--- config.mk ---
export PLATFORM = sky130hd
export DESIGN_NAME = egress_collector_flat
export DESIGN_NICKNAME = d
export VERILOG_FILES = /design/src/rtl/egress_collector_pkg.sv /design/src/rtl/egress_collector_if.sv /design/src/rtl/egress_skid_fifo.sv /design/src/rtl/egress_collector.sv /design/src/flat_wrapper.sv
export SDC_FILE = /design/constraint.sdc
export NUM_CORES = 1
export LEC_CHECK = 0
export BUFFER_PORTS_ARGS = -buffer_cell sky130_fd_sc_hd__buf_2
export CAP_MARGIN = 30
export CELL_PAD_IN_SITES_DETAIL_PLACEMENT = 1
export CELL_PAD_IN_SITES_GLOBAL_PLACEMENT = 2
export CORE_AREA = 2 2 67 81
export CTS_BUF_LIST = sky130_fd_sc_hd__clkbuf_16
export DETAILED_ROUTE_END_ITERATION = 16
export DIE_AREA = 0 0 69 83
export HOLD_SLACK_MARGIN = 0.15
export PLACE_DENSITY_LB_ADDON = 0.12
export REMOVE_ABC_BUFFERS = 1
export SYNTH_ARGS = -nofsm -noshare
export SYNTH_HDL_FRONTEND = slang
export SYNTH_SLANG_ARGS = --single-unit
--- constraint.sdc ---
create_clock -name clk -period 4.5 [get_ports clk]
set_input_delay 0.9 -clock clk [delete_from_list [all_inputs] [get_ports clk]]
set_output_delay 0.9 -clock clk [all_outputs]
set_load 0.03 [all_outputs]
--- src/rtl/egress_collector_pkg.sv ---
// Shared definitions for the egress collector: FSM encoding, destination tags
// and default widths.
package egress_collector_pkg;
  localparam int DATA_SIZE_DEF = 6;
  localparam int CNT_W_DEF     = 16;

  localparam logic DEST_D0 = 1'b0;
  localparam logic DEST_D1 = 1'b1;

  typedef enum logic [1:0] {
    IDLE  = 2'd0,
    RUN   = 2'd1,
    DRAIN = 2'd2
  } state_e;
endpackage

--- src/rtl/egress_collector_if.sv ---
// Bundle of the D-FIFO pop side, the tagged output stream and status/counters.
interface egress_collector_if #(
  parameter int DATA_SIZE = egress_collector_pkg::DATA_SIZE_DEF,
  parameter int CNT_W     = egress_collector_pkg::CNT_W_DEF
);
  logic                 en;
  logic                 empty_in_0;
  logic                 empty_in_1;
  logic [DATA_SIZE-1:0] data_in_0;
  logic [DATA_SIZE-1:0] data_in_1;
  logic                 pop_d0;
  logic                 pop_d1;
  logic [DATA_SIZE-1:0] data_o;
  logic                 dest_o;
  logic                 valid_o;
  logic                 ready_i;
  logic                 busy_o;
  logic [CNT_W-1:0]     cnt_d0_o;
  logic [CNT_W-1:0]     cnt_d1_o;

  modport slave (
    input  en, empty_in_0, empty_in_1, data_in_0, data_in_1, ready_i,
    output pop_d0, pop_d1, data_o, dest_o, valid_o, busy_o, cnt_d0_o, cnt_d1_o
  );

  modport master (
    output en, empty_in_0, empty_in_1, data_in_0, data_in_1, ready_i,
    input  pop_d0, pop_d1, data_o, dest_o, valid_o, busy_o, cnt_d0_o, cnt_d1_o
  );
endinterface

--- src/rtl/egress_skid_fifo.sv ---
// Two-entry FIFO of {dest, data}; a push into a full FIFO is taken when the
// head is popped in the same cycle.
module egress_skid_fifo
  import egress_collector_pkg::*;
#(
  parameter int W = DATA_SIZE_DEF + 1
) (
  input  logic         clk,
  input  logic         reset,
  input  logic         push,
  input  logic [W-1:0] din,
  input  logic         pop,
  output logic [W-1:0] dout,
  output logic         full,
  output logic         empty
);
  logic [1:0][W-1:0] mem;
  logic              wp, rp;
  logic [1:0]        cnt;
  logic              do_push, do_pop;

  assign do_pop  = pop && !empty;
  assign do_push = push && (!full || do_pop);

  always_ff @(posedge clk or posedge reset) begin
    if (reset) begin
      mem <= '0;
      wp  <= 1'b0;
      rp  <= 1'b0;
      cnt <= 2'd0;
    end else begin
      if (do_push) begin
        mem[wp] <= din;
        wp      <= ~wp;
      end
      if (do_pop) rp <= ~rp;
      case ({do_push, do_pop})
        2'b10:   cnt <= cnt + 2'd1;
        2'b01:   cnt <= cnt - 2'd1;
        default: cnt <= cnt;
      endcase
    end
  end

  assign dout  = mem[rp];
  assign full  = (cnt == 2'd2);
  assign empty = (cnt == 2'd0);
endmodule

--- src/rtl/egress_collector.sv ---
// Round-robin popper for the two destination FIFOs feeding one tagged stream.
// EGRESS_STATS_EN builds the per-destination accepted-word counters.
module egress_collector
  import egress_collector_pkg::*;
#(
  parameter int DATA_SIZE = DATA_SIZE_DEF,
  parameter int CNT_W     = CNT_W_DEF
) (
  input  logic              clk,
  input  logic              reset,
  egress_collector_if.slave bus
);
  localparam int EW = DATA_SIZE + 1;

  state_e          state, state_nxt;
  logic [1:0]      empty_in, elig, grant;
  logic [1:0][1:0] lock;
  logic            rr;
  logic            flight_vld, flight_dest;
  logic            credit_ok, accept;
  logic            fifo_full, fifo_empty;
  logic [1:0]      occ, pending;
  logic [EW-1:0]   push_word, head;

  assign empty_in = {bus.empty_in_1, bus.empty_in_0};
  assign occ      = fifo_full ? 2'd2 : (fifo_empty ? 2'd0 : 2'd1);
  assign accept   = !fifo_empty && bus.ready_i;
  // A slot freed by this cycle's accept can be re-promised to a new pop.
  assign pending   = occ + {1'b0, flight_vld} - {1'b0, accept};
  assign credit_ok = (pending < 2'd2);

  // Two-cycle lockout covers the lag of the registered empty flag.
  for (genvar ch = 0; ch < 2; ch++) begin : g_elig
    assign elig[ch] = (state == RUN) && !empty_in[ch] && (lock[ch] == 2'b00) && credit_ok;
  end

  always_comb begin
    grant = 2'b00;
    if (elig == 2'b11) grant = (rr == DEST_D1) ? 2'b10 : 2'b01;
    else               grant = elig;
  end

  always_ff @(posedge clk or posedge reset) begin
    if (reset) begin
      state       <= IDLE;
      rr          <= DEST_D0;
      lock        <= '0;
      flight_vld  <= 1'b0;
      flight_dest <= DEST_D0;
    end else begin
      state <= state_nxt;
      for (int c = 0; c < 2; c++) lock[c] <= {lock[c][0], grant[c]};
      if (grant[0])      rr <= DEST_D1;
      else if (grant[1]) rr <= DEST_D0;
      flight_vld  <= |grant;
      flight_dest <= grant[1];
    end
  end

  always_comb begin
    state_nxt = state;
    case (state)
      IDLE:    if (bus.en) state_nxt = RUN;
      RUN:     if (!bus.en) state_nxt = DRAIN;
      DRAIN: begin
        if (bus.en)                          state_nxt = RUN;
        else if (!flight_vld && fifo_empty)  state_nxt = IDLE;
      end
      default: state_nxt = IDLE;
    endcase
  end

  // Read data of last cycle's pop is valid now; tag it with its source.
  assign push_word = {flight_dest, (flight_dest == DEST_D1) ? bus.data_in_1 : bus.data_in_0};

  egress_skid_fifo #(.W(EW)) u_skid (
    .clk   (clk),
    .reset (reset),
    .push  (flight_vld),
    .din   (push_word),
    .pop   (accept),
    .dout  (head),
    .full  (fifo_full),
    .empty (fifo_empty)
  );

  assign bus.pop_d0  = grant[0];
  assign bus.pop_d1  = grant[1];
  assign bus.valid_o = !fifo_empty;
  assign bus.dest_o  = head[EW-1];
  assign bus.data_o  = head[DATA_SIZE-1:0];
  assign bus.busy_o  = (state != IDLE) || flight_vld || !fifo_empty;

`ifdef EGRESS_STATS_EN
  logic [CNT_W-1:0] cnt_d0, cnt_d1;

  always_ff @(posedge clk or posedge reset) begin
    if (reset) begin
      cnt_d0 <= '0;
      cnt_d1 <= '0;
    end else if (accept) begin
      if (bus.dest_o == DEST_D1) cnt_d1 <= cnt_d1 + 1'b1;
      else                       cnt_d0 <= cnt_d0 + 1'b1;
    end
  end

  assign bus.cnt_d0_o = cnt_d0;
  assign bus.cnt_d1_o = cnt_d1;
`else
  assign bus.cnt_d0_o = {CNT_W{1'b0}};
  assign bus.cnt_d1_o = {CNT_W{1'b0}};
`endif
endmodule

--- src/flat_wrapper.sv ---
// flat-port wrapper written by rule: the top's interface ports become plain ports
module egress_collector_flat import egress_collector_pkg::*;
#(
  parameter int DATA_SIZE = DATA_SIZE_DEF,
  parameter int CNT_W     = CNT_W_DEF
)
  (clk, reset, bus_en, bus_empty_in_0, bus_empty_in_1, bus_data_in_0, bus_data_in_1, bus_ready_i, bus_pop_d0, bus_pop_d1, bus_data_o, bus_dest_o, bus_valid_o, bus_busy_o, bus_cnt_d0_o, bus_cnt_d1_o);
  egress_collector_if #(.DATA_SIZE(DATA_SIZE), .CNT_W(CNT_W)) bus_i ();
  input  logic clk;
  input  logic reset;
  input wire logic [$bits(bus_i.en)-1:0] bus_en;
  input wire logic [$bits(bus_i.empty_in_0)-1:0] bus_empty_in_0;
  input wire logic [$bits(bus_i.empty_in_1)-1:0] bus_empty_in_1;
  input wire logic [$bits(bus_i.data_in_0)-1:0] bus_data_in_0;
  input wire logic [$bits(bus_i.data_in_1)-1:0] bus_data_in_1;
  input wire logic [$bits(bus_i.ready_i)-1:0] bus_ready_i;
  output wire logic [$bits(bus_i.pop_d0)-1:0] bus_pop_d0;
  output wire logic [$bits(bus_i.pop_d1)-1:0] bus_pop_d1;
  output wire logic [$bits(bus_i.data_o)-1:0] bus_data_o;
  output wire logic [$bits(bus_i.dest_o)-1:0] bus_dest_o;
  output wire logic [$bits(bus_i.valid_o)-1:0] bus_valid_o;
  output wire logic [$bits(bus_i.busy_o)-1:0] bus_busy_o;
  output wire logic [$bits(bus_i.cnt_d0_o)-1:0] bus_cnt_d0_o;
  output wire logic [$bits(bus_i.cnt_d1_o)-1:0] bus_cnt_d1_o;
  assign bus_i.en = bus_en;
  assign bus_i.empty_in_0 = bus_empty_in_0;
  assign bus_i.empty_in_1 = bus_empty_in_1;
  assign bus_i.data_in_0 = bus_data_in_0;
  assign bus_i.data_in_1 = bus_data_in_1;
  assign bus_i.ready_i = bus_ready_i;
  assign bus_pop_d0 = bus_i.pop_d0;
  assign bus_pop_d1 = bus_i.pop_d1;
  assign bus_data_o = bus_i.data_o;
  assign bus_dest_o = bus_i.dest_o;
  assign bus_valid_o = bus_i.valid_o;
  assign bus_busy_o = bus_i.busy_o;
  assign bus_cnt_d0_o = bus_i.cnt_d0_o;
  assign bus_cnt_d1_o = bus_i.cnt_d1_o;
  egress_collector #(.DATA_SIZE(DATA_SIZE), .CNT_W(CNT_W)) u_core (.clk(clk), .reset(reset), .bus(bus_i));
endmodule
**Yosys cells after proc, flatten, opt, wreduce, memory -nomap -nowiden**

Index checks and enable logic that the tools add are counted.

- Add/subtract/negate cells: 4
- Magnitude comparators: 4
- Equal/unequal tests: 9
- Multiplexer cells: 18
- Bitwise operators: 2
- Reduce and logical (&&, ||, !) cells: 28

Operators with widths:

| kind | count |
|---|---|
| two-way mux 7 bit | 3 |
| bitwise mux 14 bit | 1 |
| two-way mux 2 bit | 7 |
| logical AND 1 bit | 11 |
| equality test 2 bit (second input constant) | 4 |
| zero test 2 bit | 4 |
| demux 7 bit (select 1 bit) | 1 |
| two-way mux 6 bit | 1 |
| one-hot mux 2 bit (3 select lines) | 1 |
| nonzero test 2 bit | 3 |
| zero test 1 bit | 5 |
| equality test 2 x 1 -> 1 bit (second input constant) | 2 |
| < comparator 1 x 2 -> 1 bit (second input constant) | 2 |
| != test 2 bit (second input constant) | 2 |
| one-hot mux 2 bit (2 select lines) | 1 |
| logical OR 1 bit | 3 |
| two-way mux 1 bit | 3 |
| != test 3 x 2 -> 1 bit (second input constant) | 1 |
| AND reduction 3 bit | 1 |
| adder 2 x 1 -> 2 bit | 1 |
| adder 2 x 1 -> 2 bit (second input constant) | 1 |
| < comparator 2 bit (second input constant) | 1 |
| inverter 1 bit | 2 |
| OR reduction 2 bit | 1 |
| 3 further kinds | 3 |

- Flip-flop bits (word level): 27
- Output and inout port bits: 43
- Word-level logic and storage cells: 76

**Logic depth before layout (Yosys ltp)**

- Word-level depth: 11
- Depth in mapped cells: 9
- Gate-level depth less buffers: 8

**Cells and area by module**

From an unflattened synthesis, not the netlist that was laid out.

- Cell total of the unflattened synthesis: 129
- Area, all modules: 1497.7 um2

Modules (own cells, without submodules):

| module | instances | cells each | area an instance (um2) | seq. area each (um2) |
|---|---|---|---|---|
| egress_skid_fifo | 1 | 56 | 819.5 | 450.4 |
| egress_collector | 1 | 73 | 678.2 | 200.2 |

**Worst setup path before layout**

Ideal clock, no wire load.

- Kind: reg2out
- Start: register u_core.u_skid.cnt[0]
- End: output bus_pop_d0
- Data arrival time: 2.714 ns
- Data required time: 3.600 ns
- Setup slack: 0.886 ns
- Cell stages (with the launch flop): 10
- Path buffers: 1
- Cell sequence: dfrtp_1 -> buf_6 -> nor2_1 -> inv_1 -> and2_1 -> ha_1 -> and2_4 -> o21a_1 -> or2_4 -> a211oi_1

- Elaborated cells between the ends (all ways): 13
- Classes of those cells: add/sub: 2; order compare: 1; eq/ne: 2; mux: 3; reduce/logical: 5

RTL lines:

| what | line | text |
|---|---|---|
| from (decl) | egress_skid_fifo.sv:19 | `logic [1:0] cnt;` |
| from (signal assigned) | egress_skid_fifo.sv:38 | `2'b10: cnt <= cnt + 2'd1;` |
| from (signal assigned) | egress_skid_fifo.sv:39 | `2'b01: cnt <= cnt - 2'd1;` |
| from (signal assigned) | egress_skid_fifo.sv:40 | `default: cnt <= cnt;` |
| zero test 2 bit (*) | egress_skid_fifo.sv:47 | `assign empty = (cnt == 2'd0);` |
| zero test 1 bit (*) | - |  |
| named net bus_valid_o | flat_wrapper.sv:21 | `output wire logic [$bits(bus_i.valid_o)-1:0] bus_valid_o;` |
| logical AND 1 bit (*) | egress_collector.sv:27 | `assign accept = !fifo_empty && bus.ready_i;` |
| subtractor 2 x 1 -> 2 bit (*) | egress_collector.sv:29 | `assign pending = occ + {1'b0, flight_vld} - {1'b0, accept};` |
| < comparator 2 bit (*) | egress_collector.sv:30 | `assign credit_ok = (pending < 2'd2);` |
| logical AND 1 bit | egress_collector.sv:34 | `assign elig[ch] = (state == RUN) && !empty_in[ch] && (lock[ch] == 2'b00) && credit_ok;` |
| equality test 2 bit | egress_collector.sv:39 | `if (elig == 2'b11) grant = (rr == DEST_D1) ? 2'b10 : 2'b01;` |
| two-way mux 2 bit (*) | egress_collector.sv:39 |  |
| to (decl) | flat_wrapper.sv:17 | `output wire logic [$bits(bus_i.pop_d0)-1:0] bus_pop_d0;` |

The timed path passes the listed nets; every way through them passes the cells marked *.

**Worst setup path after layout**

- Start: register u_core.u_skid.cnt[0]
- End: output bus_pop_d1

- Word-level cells in the longest chain between the ends: 9
- Elaborated cells between the ends (all ways): 13
- Classes of those cells: add/sub: 2; order compare: 1; eq/ne: 2; mux: 3; reduce/logical: 5

RTL lines:

| what | line | text |
|---|---|---|
| zero test 2 bit | egress_skid_fifo.sv:47 |  |
| two-way mux 1 bit | egress_collector.sv:26 | `assign occ = fifo_full ? 2'd2 : (fifo_empty ? 2'd0 : 2'd1);` |
| two-way mux 2 bit | egress_collector.sv:26 |  |
| adder 2 x 1 -> 2 bit | egress_collector.sv:29 |  |
| subtractor 2 x 1 -> 2 bit (*) | egress_collector.sv:29 |  |
| < comparator 2 bit (*) | egress_collector.sv:30 |  |
| logical AND 1 bit | egress_collector.sv:34 |  |
| equality test 2 bit | egress_collector.sv:39 |  |
| two-way mux 2 bit (*) | egress_collector.sv:39 |  |
| to (decl) | flat_wrapper.sv:18 | `output wire logic [$bits(bus_i.pop_d1)-1:0] bus_pop_d1;` |

Mark *: on every way between the ends. The rest lies on a longest branch, timed or not.

==> metrics <==
status completed; initial antenna violation count 0; drt first pass iters 2; DP Wirelength 2.314 mm; Post-DRT Antenna Nets 0; global-route wire length before repair 4.788 mm; slowest library cell on the worst path dfrtp_1; final setup fails 0; Crit path depth 9; CTS buffer count 3; clk_lat worst skew 0.26 ns; Max IR drop VDD 183.5 uV; met2 Use GR 18.62%; Die Area 0.005727 mm2; Placement Rows 28; Iter 0 DRT Violations 9; R2R depth 8; largest area contributor in the netlist dfrtp_1; fin crit share 79.00%; share of cells above drive strength 1 43.95%; CP Data Arrival Time 2.65 ns; Vias/cell 4.295; clock skew 0.004303 ns; largest net degree at the start of global routing 17; Max-slew headroom 64.41%; gr usage total 10.28%; total negative setup slack 0 ns; GRT Max-Usage Layer met2; global-route met3 utilization 1.942%; Critical Path Max Stage Delay 0.50 ns; Antenna diodes 0; crit path launch u_core.u_skid.cnt[0]; initial core utilization 31.33%; Final #Nets 178; Post-Syn Area per Cell 11.91 um2; YS warnings 0; Static Leak 0.8170 nW; CTS Hold Buffers Added 0; Die X 69 um; IO Count 61; Final Core Density 34.74%; final hold slack 0.3742 ns; DP Area 0.001629 mm2; Critical R2R Capture u_core.lock[2]; Buffers on Ports 28; critical path cell sequence nor2_1 -> inv_1 -> and2_1 -> ha_1 -> and2_4 -> o21a_1 -> or2_4 -> nor3_1 -> buf_2; CTS Root Cell clkbuf_16; post_cts resized 0; Power Density 654.9 mW/mm2; Mapped Cells 129; DR DRC count 0; Layout area overhead 10.91%; Vias 932; Overflow after GRT 0; CP top delay family simple AND/OR/NAND/NOR gates; Num Clock Sinks 26; Crit. End Element primary output; end point of the critical path bus_pop_d1; CP Class flip-flop to primary output; Max Freq 281.3 MHz; crit path max fanout 8; routed len/inst 13.49 um; Seq/Total Area, Yosys 42.35%; WP data required 3.60 ns; top_reg_cell synth dfrtp_1; commonest non-fill, non-tap cell in the layout conb_1; vias in the first global route 995; clock slew at reported path FFs 0.06 ns; fin. max-slew vios 0; Pwr Total 1.116 mW; H-tree depth 1; post-route cell area 0.001704 mm2; TritonCTS clock tree done; main area contributors after synthesis dfrtp_1 (42%), mux2_2 (20%), buf_4 (16%); fillers 560; number of synthesized flops with an enable pin 0; top cell type's share of synthesized area 42.35%; post-synth cell types 33; FF+latch count, synth 26; Synth Cell Area 0.001536 mm2; Reg2Reg Setup Slack 2.24 ns; commonest cells after routing, fill and taps aside conb_1 (32), buf_2 (28), mux2_2 (27), dfrtp_1 (26), inv_1 (4); max-cap violation count 0; asr flop ratio synth 100.0%; core area 0.004905 mm2; Least-Margin Pin Slew 0.5332 ns; Hold Crit Class flip-flop to flip-flop; Post-CTS Setup Inserts 0; Startpoint Class flip-flop; reg-to-reg critical path startpoint u_core.u_skid.cnt[0]; Final Hold Fails 0; CTS Buffer Depth 2; met1 Use GR 12.11%; Crit path buffers/inverters 2; Tmin final 3.555 ns; RSZ-0062 raised after global routing no; final wirelength 2.927 mm; chip height 83 um; Placer Congestion 0.6661
-- final cells by class --
cell class                      instances  area, um2  area share (%)
Multi-Input combinational cell         94      716.9           42.07
Sequential cell                        26      650.6           38.18
Timing Repair Buffer                   29      167.7           9.839
Clock buffer                            3      75.07           4.405
Tap cell                               60      75.07           4.405
Inverter                                5      18.77           1.101
-- metrics by stage --
step	worst slack, ns	cells
after floorplan	0.8732	125
after global placement	1.006	213
after detailed placement	0.9764	214
after CTS	0.9022	217
after global routing	0.7212	217
final	0.9450	217
-- cell usage after synthesis (2+ instances only) --
cell,n
nor3_1,2
dfrtp_1,26
buf_4,32
a21oi_1,2
nand2_1,2
nor2_1,3
buf_6,2
o21ai_0,2
mux2_2,27
or4_1,2
o31ai_4,2
nor2b_1,2
inv_1,4
nand2b_1,2
-- per-layer routing --
layer	wire length, um	vias up
li1	-	430
met1	1218	475
met2	1561	25
met3	135	2
met4	11	0
met5	0	-
-- worst register-to-register path, stage by stage (launching register included) --
cell	delay, ns
dfrtp_1	0.50
nor2_1	0.22
inv_1	0.10
and2_1	0.19
ha_1	0.27
and2_4	0.16
o21a_1	0.20
or2_4	0.28
nor3_1	0.23
-- kinds of logic after synthesis --
logic type / share of synthesized area (%)
AOI/OAI and AO/OA: 8.795
xor gates and xnor gates: 1.140
adders and majority gates: 0.8142
buffers and inverters: 18.57
DFF: 42.35
muxes: 20.44
other: 0.2441
and+or+nand+nor: 7.655
-- power breakdown --
group	leakage, nW	switching, mW	internal [mW]
Combinational	0.455	0.286	0.219
Sequential	0.325	0.0916	0.327
Clock	0.0370	0.0750	0.118
Total	0.817	0.452	0.664
-- registers in the layout, summed over array words and instances, names as in the netlist --
register           cells
u_core.lock            4
u_core.u_skid.rp       1
u_core.state           2
u_core.u_skid.cnt      2
u_core.u_skid.wp       1
u_core.rr              1
u_core.u_skid.mem     14
u_core.flight_vld      1
-- worst min-delay path by stage --
stage / end / cells past startpoint / start / slack [ns]
after floorplan: u_core.lock[1] / 0 / u_core.lock[0] / 0.35
after global placement: u_core.lock[1] / 0 / u_core.lock[0] / 0.37
after detailed placement: u_core.lock[1] / 0 / u_core.lock[0] / 0.36
after CTS: u_core.lock[1] / 0 / u_core.lock[0] / 0.37
after global routing: u_core.lock[1] / 0 / u_core.lock[0] / 0.40
final: u_core.lock[1] / 0 / u_core.lock[0] / 0.37
Power figures use the tool's default switching activity.
